==> src/rtl/io_deq_policy.sv <==
// Dequeue-side policy for the in-order issue queue: tracks the oldest live entry and
// hands it to the functional unit through a one-entry registered valid/ready stage.
module io_deq_policy #(
    parameter int QUEUE_SIZE = 8
) (
    input  logic                  clock,
    input  logic                  reset,
    input  logic                  flush,
    input  logic [QUEUE_SIZE-1:0] valid_dec,
    input  logic [QUEUE_SIZE-1:0] ready_dec,
    input  logic [QUEUE_SIZE-1:0] enq_ptr_oh,
    output logic [QUEUE_SIZE-1:0] deq_ptr_oh,
    output logic                  deq_fire,
    output logic [QUEUE_SIZE-1:0] deq_clear_oh,
    output logic                  issue_valid,
    output logic [QUEUE_SIZE-1:0] issue_oh,
    input  logic                  issue_ready
);

    localparam int DW = 2 * QUEUE_SIZE;

    // First set bit of vec, scanning upward from one-hot start and wrapping to bit 0.
    // The vector is doubled so the wrapped part is just the upper copy; zero if vec is zero.
    function automatic logic [QUEUE_SIZE-1:0] circ_first(
        input logic [QUEUE_SIZE-1:0] vec,
        input logic [QUEUE_SIZE-1:0] start
    );
        logic [DW-1:0] dbl;
        logic [DW-1:0] below;
        logic [DW-1:0] masked;
        logic [DW-1:0] lowest;
        dbl    = {vec, vec};
        below  = {{QUEUE_SIZE{1'b0}}, start} - {{(DW-1){1'b0}}, 1'b1};
        masked = dbl & ~below;
        lowest = masked & (~masked + {{(DW-1){1'b0}}, 1'b1});
        return lowest[QUEUE_SIZE-1:0] | lowest[DW-1:QUEUE_SIZE];
    endfunction

    logic [QUEUE_SIZE-1:0] r_deq_ptr;
    logic                  r_issue_valid;
    logic [QUEUE_SIZE-1:0] r_issue_oh;
    logic                  r_flush_q;

    logic                  w_head_ok;
    logic                  w_stage_free;
    logic                  w_fire;
    logic [QUEUE_SIZE-1:0] w_rem;
    logic [QUEUE_SIZE-1:0] w_ptr_rot;
    logic [QUEUE_SIZE-1:0] w_survivor;
    logic [QUEUE_SIZE-1:0] w_next_live;
    logic [QUEUE_SIZE-1:0] w_deq_ptr_next;

    assign w_head_ok    = |(valid_dec & ready_dec & r_deq_ptr);
    assign w_stage_free = ~r_issue_valid | issue_ready;
    // Flush and the cycle after it are blocked: valid_dec is still settling after the drop.
    assign w_fire       = w_head_ok & w_stage_free & ~flush & ~r_flush_q;

    assign w_rem       = valid_dec & ~r_deq_ptr;
    assign w_ptr_rot   = {r_deq_ptr[QUEUE_SIZE-2:0], r_deq_ptr[QUEUE_SIZE-1]};
    assign w_survivor  = circ_first(valid_dec, enq_ptr_oh);
    assign w_next_live = circ_first(w_rem, w_ptr_rot);

    always_comb begin
        w_deq_ptr_next = r_deq_ptr;
        if (r_flush_q) begin
            w_deq_ptr_next = (|valid_dec) ? w_survivor : enq_ptr_oh;
        end else if (w_fire) begin
            w_deq_ptr_next = (|w_rem) ? w_next_live : enq_ptr_oh;
        end else if (~|valid_dec) begin
            w_deq_ptr_next = enq_ptr_oh;
        end
    end

    always_ff @(posedge clock or posedge reset) begin
        if (reset) begin
            r_deq_ptr <= {{(QUEUE_SIZE-1){1'b0}}, 1'b1};
            r_flush_q <= 1'b0;
        end else begin
            r_deq_ptr <= w_deq_ptr_next;
            r_flush_q <= flush;
        end
    end

    // Output stage: a flush drops whatever is held; fire reloads even while the old entry leaves.
    always_ff @(posedge clock or posedge reset) begin
        if (reset) begin
            r_issue_valid <= 1'b0;
            r_issue_oh    <= '0;
        end else if (flush) begin
            r_issue_valid <= 1'b0;
            r_issue_oh    <= '0;
        end else if (w_fire) begin
            r_issue_valid <= 1'b1;
            r_issue_oh    <= r_deq_ptr;
        end else if (r_issue_valid & issue_ready) begin
            r_issue_valid <= 1'b0;
            r_issue_oh    <= '0;
        end
    end

    assign deq_ptr_oh   = r_deq_ptr;
    assign deq_fire     = w_fire;
    assign deq_clear_oh = w_fire ? r_deq_ptr : '0;
    assign issue_valid  = r_issue_valid;
    assign issue_oh     = r_issue_oh;

endmodule
==> config.mk <==
export PLATFORM = sky130hd
export DESIGN_NAME = io_deq_policy
export DESIGN_NICKNAME = d
export VERILOG_FILES = /design/src/rtl/io_deq_policy.sv
export SDC_FILE = /design/constraint.sdc
export NUM_CORES = 1
export LEC_CHECK = 0
export ABC_AREA = 0
export CORE_MARGIN = 2
export CORE_UTILIZATION = 58
export CTS_CLUSTER_SIZE = 16
export DETAILED_ROUTE_END_ITERATION = 16
export DONT_BUFFER_PORTS = 1
export GPL_TIMING_DRIVEN = 0
export PLACE_DENSITY = 0.76
export SYNTH_ARGS = -nofsm -noshare
export SYNTH_HDL_FRONTEND = slang
export SYNTH_SLANG_ARGS = --single-unit
==> constraint.sdc <==
create_clock -name clock -period 2.5 [get_ports clock]
set_input_delay 0.25 -clock clock [delete_from_list [all_inputs] [get_ports clock]]
set_output_delay 0.25 -clock clock [all_outputs]
set_load 0.05 [all_outputs]
=== Word-level counts from Yosys, hierarchy flattened ===
Cells that the tools add are included.

* Bits in registers: 18
* Bits of input ports: 28
* Output and inout bits: 26
* Word-level logic and storage cells: 47

* Add/subtract/negate cells: 4
* Eq/ne operators: 1
* Multiplexer cells: 12
* Bitwise operators: 22
* Reductions and logical operators: 4

{| class="wikitable"
|+ Operator list
! cell !! count
|-
| two-way mux 8 bit || 9
|-
| AND 16 bit || 4
|-
| inverter 16 bit || 4
|-
| adder 16 x 1 -> 16 bit (second input constant) || 2
|-
| AND 8 bit || 3
|-
| OR reduction 8 bit || 3
|-
| subtractor 8 x 1 -> 9 bit (second input constant) || 2
|-
| OR 8 bit || 2
|-
| inverter 8 bit || 1
|-
| AND 1 bit || 4
|-
| two-way mux 1 bit || 3
|-
| inequality test 3 bit (second input constant) || 1
|-
| inverter 1 bit || 3
|-
| nonzero test 3 bit || 1
|-
| OR 1 bit || 1
|}

=== Longest topological paths before layout ===
* Depth in word-level cells: 10
* Mapped depth: 10
* Depth with buffers taken out: 9

=== Worst setup path after synthesis ===
No wires, ideal clock.

* Path kind: reg2out
* From: register r_deq_ptr[0], in the netlist deq_ptr_oh[0]
* To: output deq_clear_oh[2]
* Arrival time: 3.229 ns
* Data required time: 2.250 ns
* Slack: -0.979 ns
* Cell stages (with the launch flop): 7
* Buffers on the path: 1
* Cells stage by stage: dfstp_2 > buf_4 > and3_1 > a31oi_1 > and4_4 > nor3_1 > and2_1

* Longest elaborated chain between the ends: 6

{| class="wikitable"
|+ RTL lines
! element !! line !! text
|-
| start, declared || 39 || <nowiki>logic [QUEUE_SIZE-1:0] r_deq_ptr;</nowiki>
|-
| start signal, assigned || 76 || <nowiki>r_deq_ptr <= {{(QUEUE_SIZE-1){1'b0}}, 1'b1};</nowiki>
|-
| start signal, assigned || 79 || <nowiki>r_deq_ptr <= w_deq_ptr_next;</nowiki>
|-
| AND 8 bit || 53 || <nowiki>assign w_head_ok = |(valid_dec & ready_dec & r_deq_ptr);</nowiki>
|-
| OR reduction 8 bit || 53 ||
|-
| AND 1 bit (3 in a row) || 56 || <nowiki>assign w_fire = w_head_ok & w_stage_free & ~flush & ~r_flush_q;</nowiki>
|-
| net deq_fire || 13 || <nowiki>output logic deq_fire,</nowiki>
|-
| two-way mux 8 bit || 103 || <nowiki>assign deq_clear_oh = w_fire ? r_deq_ptr : '0;</nowiki>
|-
| end, declared || 14 || <nowiki>output logic [QUEUE_SIZE-1:0] deq_clear_oh,</nowiki>
|}

The timed path passes the listed nets, and every way through them passes these cells.

=== Worst setup path after layout ===
Same ends and word-level chain as after synthesis.

==> summary.txt <==
Status
  – Failing checks: negative setup slack
  – Outcome: finished, violations left

Clocking
  – CTS tree: done
  – CTS root buf: clkbuf_4
  – CTS clock-pin slew for the worst setup and hold paths: 120 ps
  – Worst-Skew Late Latency: 310 ps
  – Total CTS buffers: 3
  – Htree depth: 1
  – CTS Buffer Depth: 2
  – Clock sink total: 18

Power and ir drop
  – Sequential fraction of design power: 0.334
  – Peak supply drop: 0.0002723 V
  – Clock power share: 0.110
  – Tot Pwr: 1.503 mW
  – Net Sw Power: 0.7477 mW
  – Pleak: 0.9415 nW
  – Int Pwr: 0.7552 mW
  – Switching part of the total power: 0.4975
  – Combinational Power Share: 0.556
  – Power per cell area: 671.8 nW/um^2

Synthesis
  – Synthesized netlist cell count: 225
  – Yosys warning total: 0
  – #FFs+latches synth: 18
  – Sequential area share after synthesis: 0.2530
  – Ys flop type: dfrtp_1
  – Post-Synth XOR/XNOR Area: 0.03434
  – Post-synth EDFFs: 0
  – Post-Synth Simple-Gate Area: 0.3203
  – Adder-Cell Fraction of Synth Area: 0.01962
  – Distinct cells, synth: 62
  – Mapped cell area: 1785 um^2
  – Avg Inst Size Synth: 7.935 um^2
  – Compound-cell area share of the yosys netlist: 0.2957
  – Syn_nets: 255
  – Mux cell area share after synthesis: 0.01121
  – Main combinational cell family by area after synthesis: simple AND/OR/NAND/NOR gates
  – Synth async-reset ratio: 1.000

Routing
  – Remaining DRCs: 0
  – Vias: 2042
  – Vias per cell: 7.345
  – Wirelength, routed: 6.021 mm
  – 1st-pass router iterations: 4
  – Post-route ant nets: 0
  – Drt first-iter violations: 160
  – Avg WL per Cell: 21.66 um

Setup path
  – Slowest cell on crit path: dfstp_2
  – Worst setup EP type: output port
  – CP cell instances: buf_6, and3_4, a31oi_1, and4_4, nor3_4, and2_4
  – Critical path's top delay family: simple AND/OR/NAND/NOR gates
  – CP max FO: 8
  – CP startpoint kind: flip-flop
  – Max incr delay on CP: 720 ps
  – CP arrival: 2710 ps
  – Critical Path RT: 2250 ps
  – CP Class: flip-flop to output port
  – CP Buf/Inv Count: 1

Placement
  – Pre-CTS setup slack: -486.8 ps
  – I/O Buffers: 0
  – GPL Wtd Cong: 0.9238
  – DP HPWL: 4.170 mm
  – Placed cell count: 258

STA
  – Worst Tran Pin Value: 946.5 ps
  – Clk_skew: 8.104 ps
  – Final period utilization: 1.183
  – Slew Viols, Final: 0
  – Final Hold Vio Count: 0
  – Worst relative slew slack: 0.3690
  – Final setup vio count: 25
  – Final WS setup: -458.4 ps
  – Fmax: 0.3380 GHz
  – Fin crit period: 2958 ps
  – RSZ-0062 raised after global routing: true
  – Hold WS: 15.27 ps

Finish
  – Non-Filler Instances: 278
  – Net count, final: 276
  – Diodes inserted: 0
  – Layout area overhead: 25.30%
  – Layout cells sized above 1: 0.2531
  – FILL cells: 234

Floorplan
  – Ports: 54
  – Full die area: 3538 um^2
  – Die H: 59.49 um
  – Core area: 2978 um^2
  – Site row count: 20
  – Die width: 59.49 um
  – Starting Density: 0.5996

GRT
  – GRT overflow: 0
  – GR Util All Layers: 0.3445
  – Initial antenna violation count: 0
  – Global-route wire length before repair: 9.218 mm
  – Vias in the first global route: 2003
  – Largest net degree at the start of global routing: 19

Job
  – Max-Cap Viols: 0

Worst hold path
  – Worst hold path type: input port to flip-flop
-- flip-flops by register name, summed over array words and instances (netlist names) --
signal / count
deq_ptr_oh: 8
issue_oh: 8
issue_valid: 1
r_flush_q: 1
-- cell usage after synthesis, drive strengths merged, types with 3 or more instances --
master	number	area [um^2]
a211oi	5	37.54
a21o	8	60.06
a21oi	12	71.32
a221o	3	30.03
a31oi	8	50.05
a32oi	6	52.55
and2	3	18.77
and3	8	50.05
buf	7	46.29
clkbuf	5	18.77
dfrtp	17	425.4
inv	14	52.55
nand2	12	45.04
nand2b	7	46.30
nand3	8	40.04
nor2	14	52.55
nor2b	4	25.02
nor3	10	50.05
nor3b	3	27.52
nor4	10	62.56
o21a	3	22.52
o21ai	6	30.02
or3	4	30.03
or4	5	37.54
xnor2	5	43.79
-- through the flow --
step	TNS (ps)	util	cell area [um^2]
3_3_place_gp	-6752	0.6399	1906
4_1_cts	-5652	0.7340	2186
2_1_floorplan	-1920	-	1864
5_1_grt	-8205	0.7513	2237
3_5_place_dp	-7441	0.6399	1906
6_report	-6685	0.7513	2237
-- power by group through the flow --
stage               clock network [mW]  logic [mW]  registers, mW
floorplan                            0       0.481          0.493
global placement                     0       0.576          0.502
detailed placement                   0       0.591          0.503
CTS                              0.164       0.763          0.500
global route                     0.175       0.883          0.506
finish                           0.166       0.836          0.501
-- final timing paths --
kind	startpoint	endpoint	slack [ps]	cells past startpoint
setup / recovery	deq_ptr_oh[0]	deq_clear_oh[2]	-460	6
hold / removal	flush	issue_valid	20	1
max in group asynchronous	reset	deq_ptr_oh[1]	1510	2
hold reg to reg	issue_oh[5]	issue_oh[5]	840	1
min in group asynchronous	reset	issue_oh[5]	480	2
setup reg to reg	deq_ptr_oh[0]	deq_ptr_oh[1]	-440	10
-- per-layer routing --
metal / vias up / global-route usage / part of all wire
met5: - / 0 / 0
li1: 918 / - / -
met1: 958 / 0.4136 / 0.38
met4: 0 / 0.1753 / 0.044
met3: 29 / 0.03057 / 0.086
met2: 137 / 0.6044 / 0.49
-- final cells by class --
| class | count | area (um^2) | area share |
|---|---|---|---|
| sequential | 18 | 456.7 | 0.2041 |
| timing repair buffer | 17 | 136.4 | 0.06096 |
| buffer | 11 | 77.57 | 0.03468 |
| inverter | 14 | 60.06 | 0.02685 |
| tap | 33 | 41.29 | 0.01846 |
| clock buffer | 4 | 26.28 | 0.01174 |
| multi-input combinational | 181 | 1439 | 0.6432 |
-- cells by family (layout without fill, tap and decap cells) --
group	Yosys count	in the layout
adders and majority gates	3	3
xor gates and xnor gates	7	7
DFF	18	18
AOI/OAI and AO/OA	71	71
and+or+nand+nor	98	98
buffers and inverters	26	46
muxes	2	2
-- cells in the final DEF (no fill, tap or decap), types with 3 or more instances in the layout --
cell type  count
buf_4         15
nor2_1        13
dfrtp_1       13
inv_1         12
nand2_1       12
a21oi_1       10
a31oi_1        8
nor3_1         8
a21o_1         8
and3_1         7
nor4_4         7
nand3_1        7
nand2b_1       6
buf_6          5
clkbuf_1       5
or4_1          5
a211oi_1       5
nor2b_1        4
o21ai_0        4
a32oi_1        4
dfrtp_2        4
or3_1          3
a221o_1        3
xnor2_1        3
clkbuf_4       3
-- repair_timing --
action / 4_1_cts / 5_1_grt
resized for setup: 32 / 10
endpoints found under the hold margin: 18 / 0
hold buffers: 2 / 0
endpoints found under the setup margin: 25 / 25
pin swaps: 12 / 6
buffers inserted: 11 / 4
No activity file was read; power rests on OpenSTA's default activity.
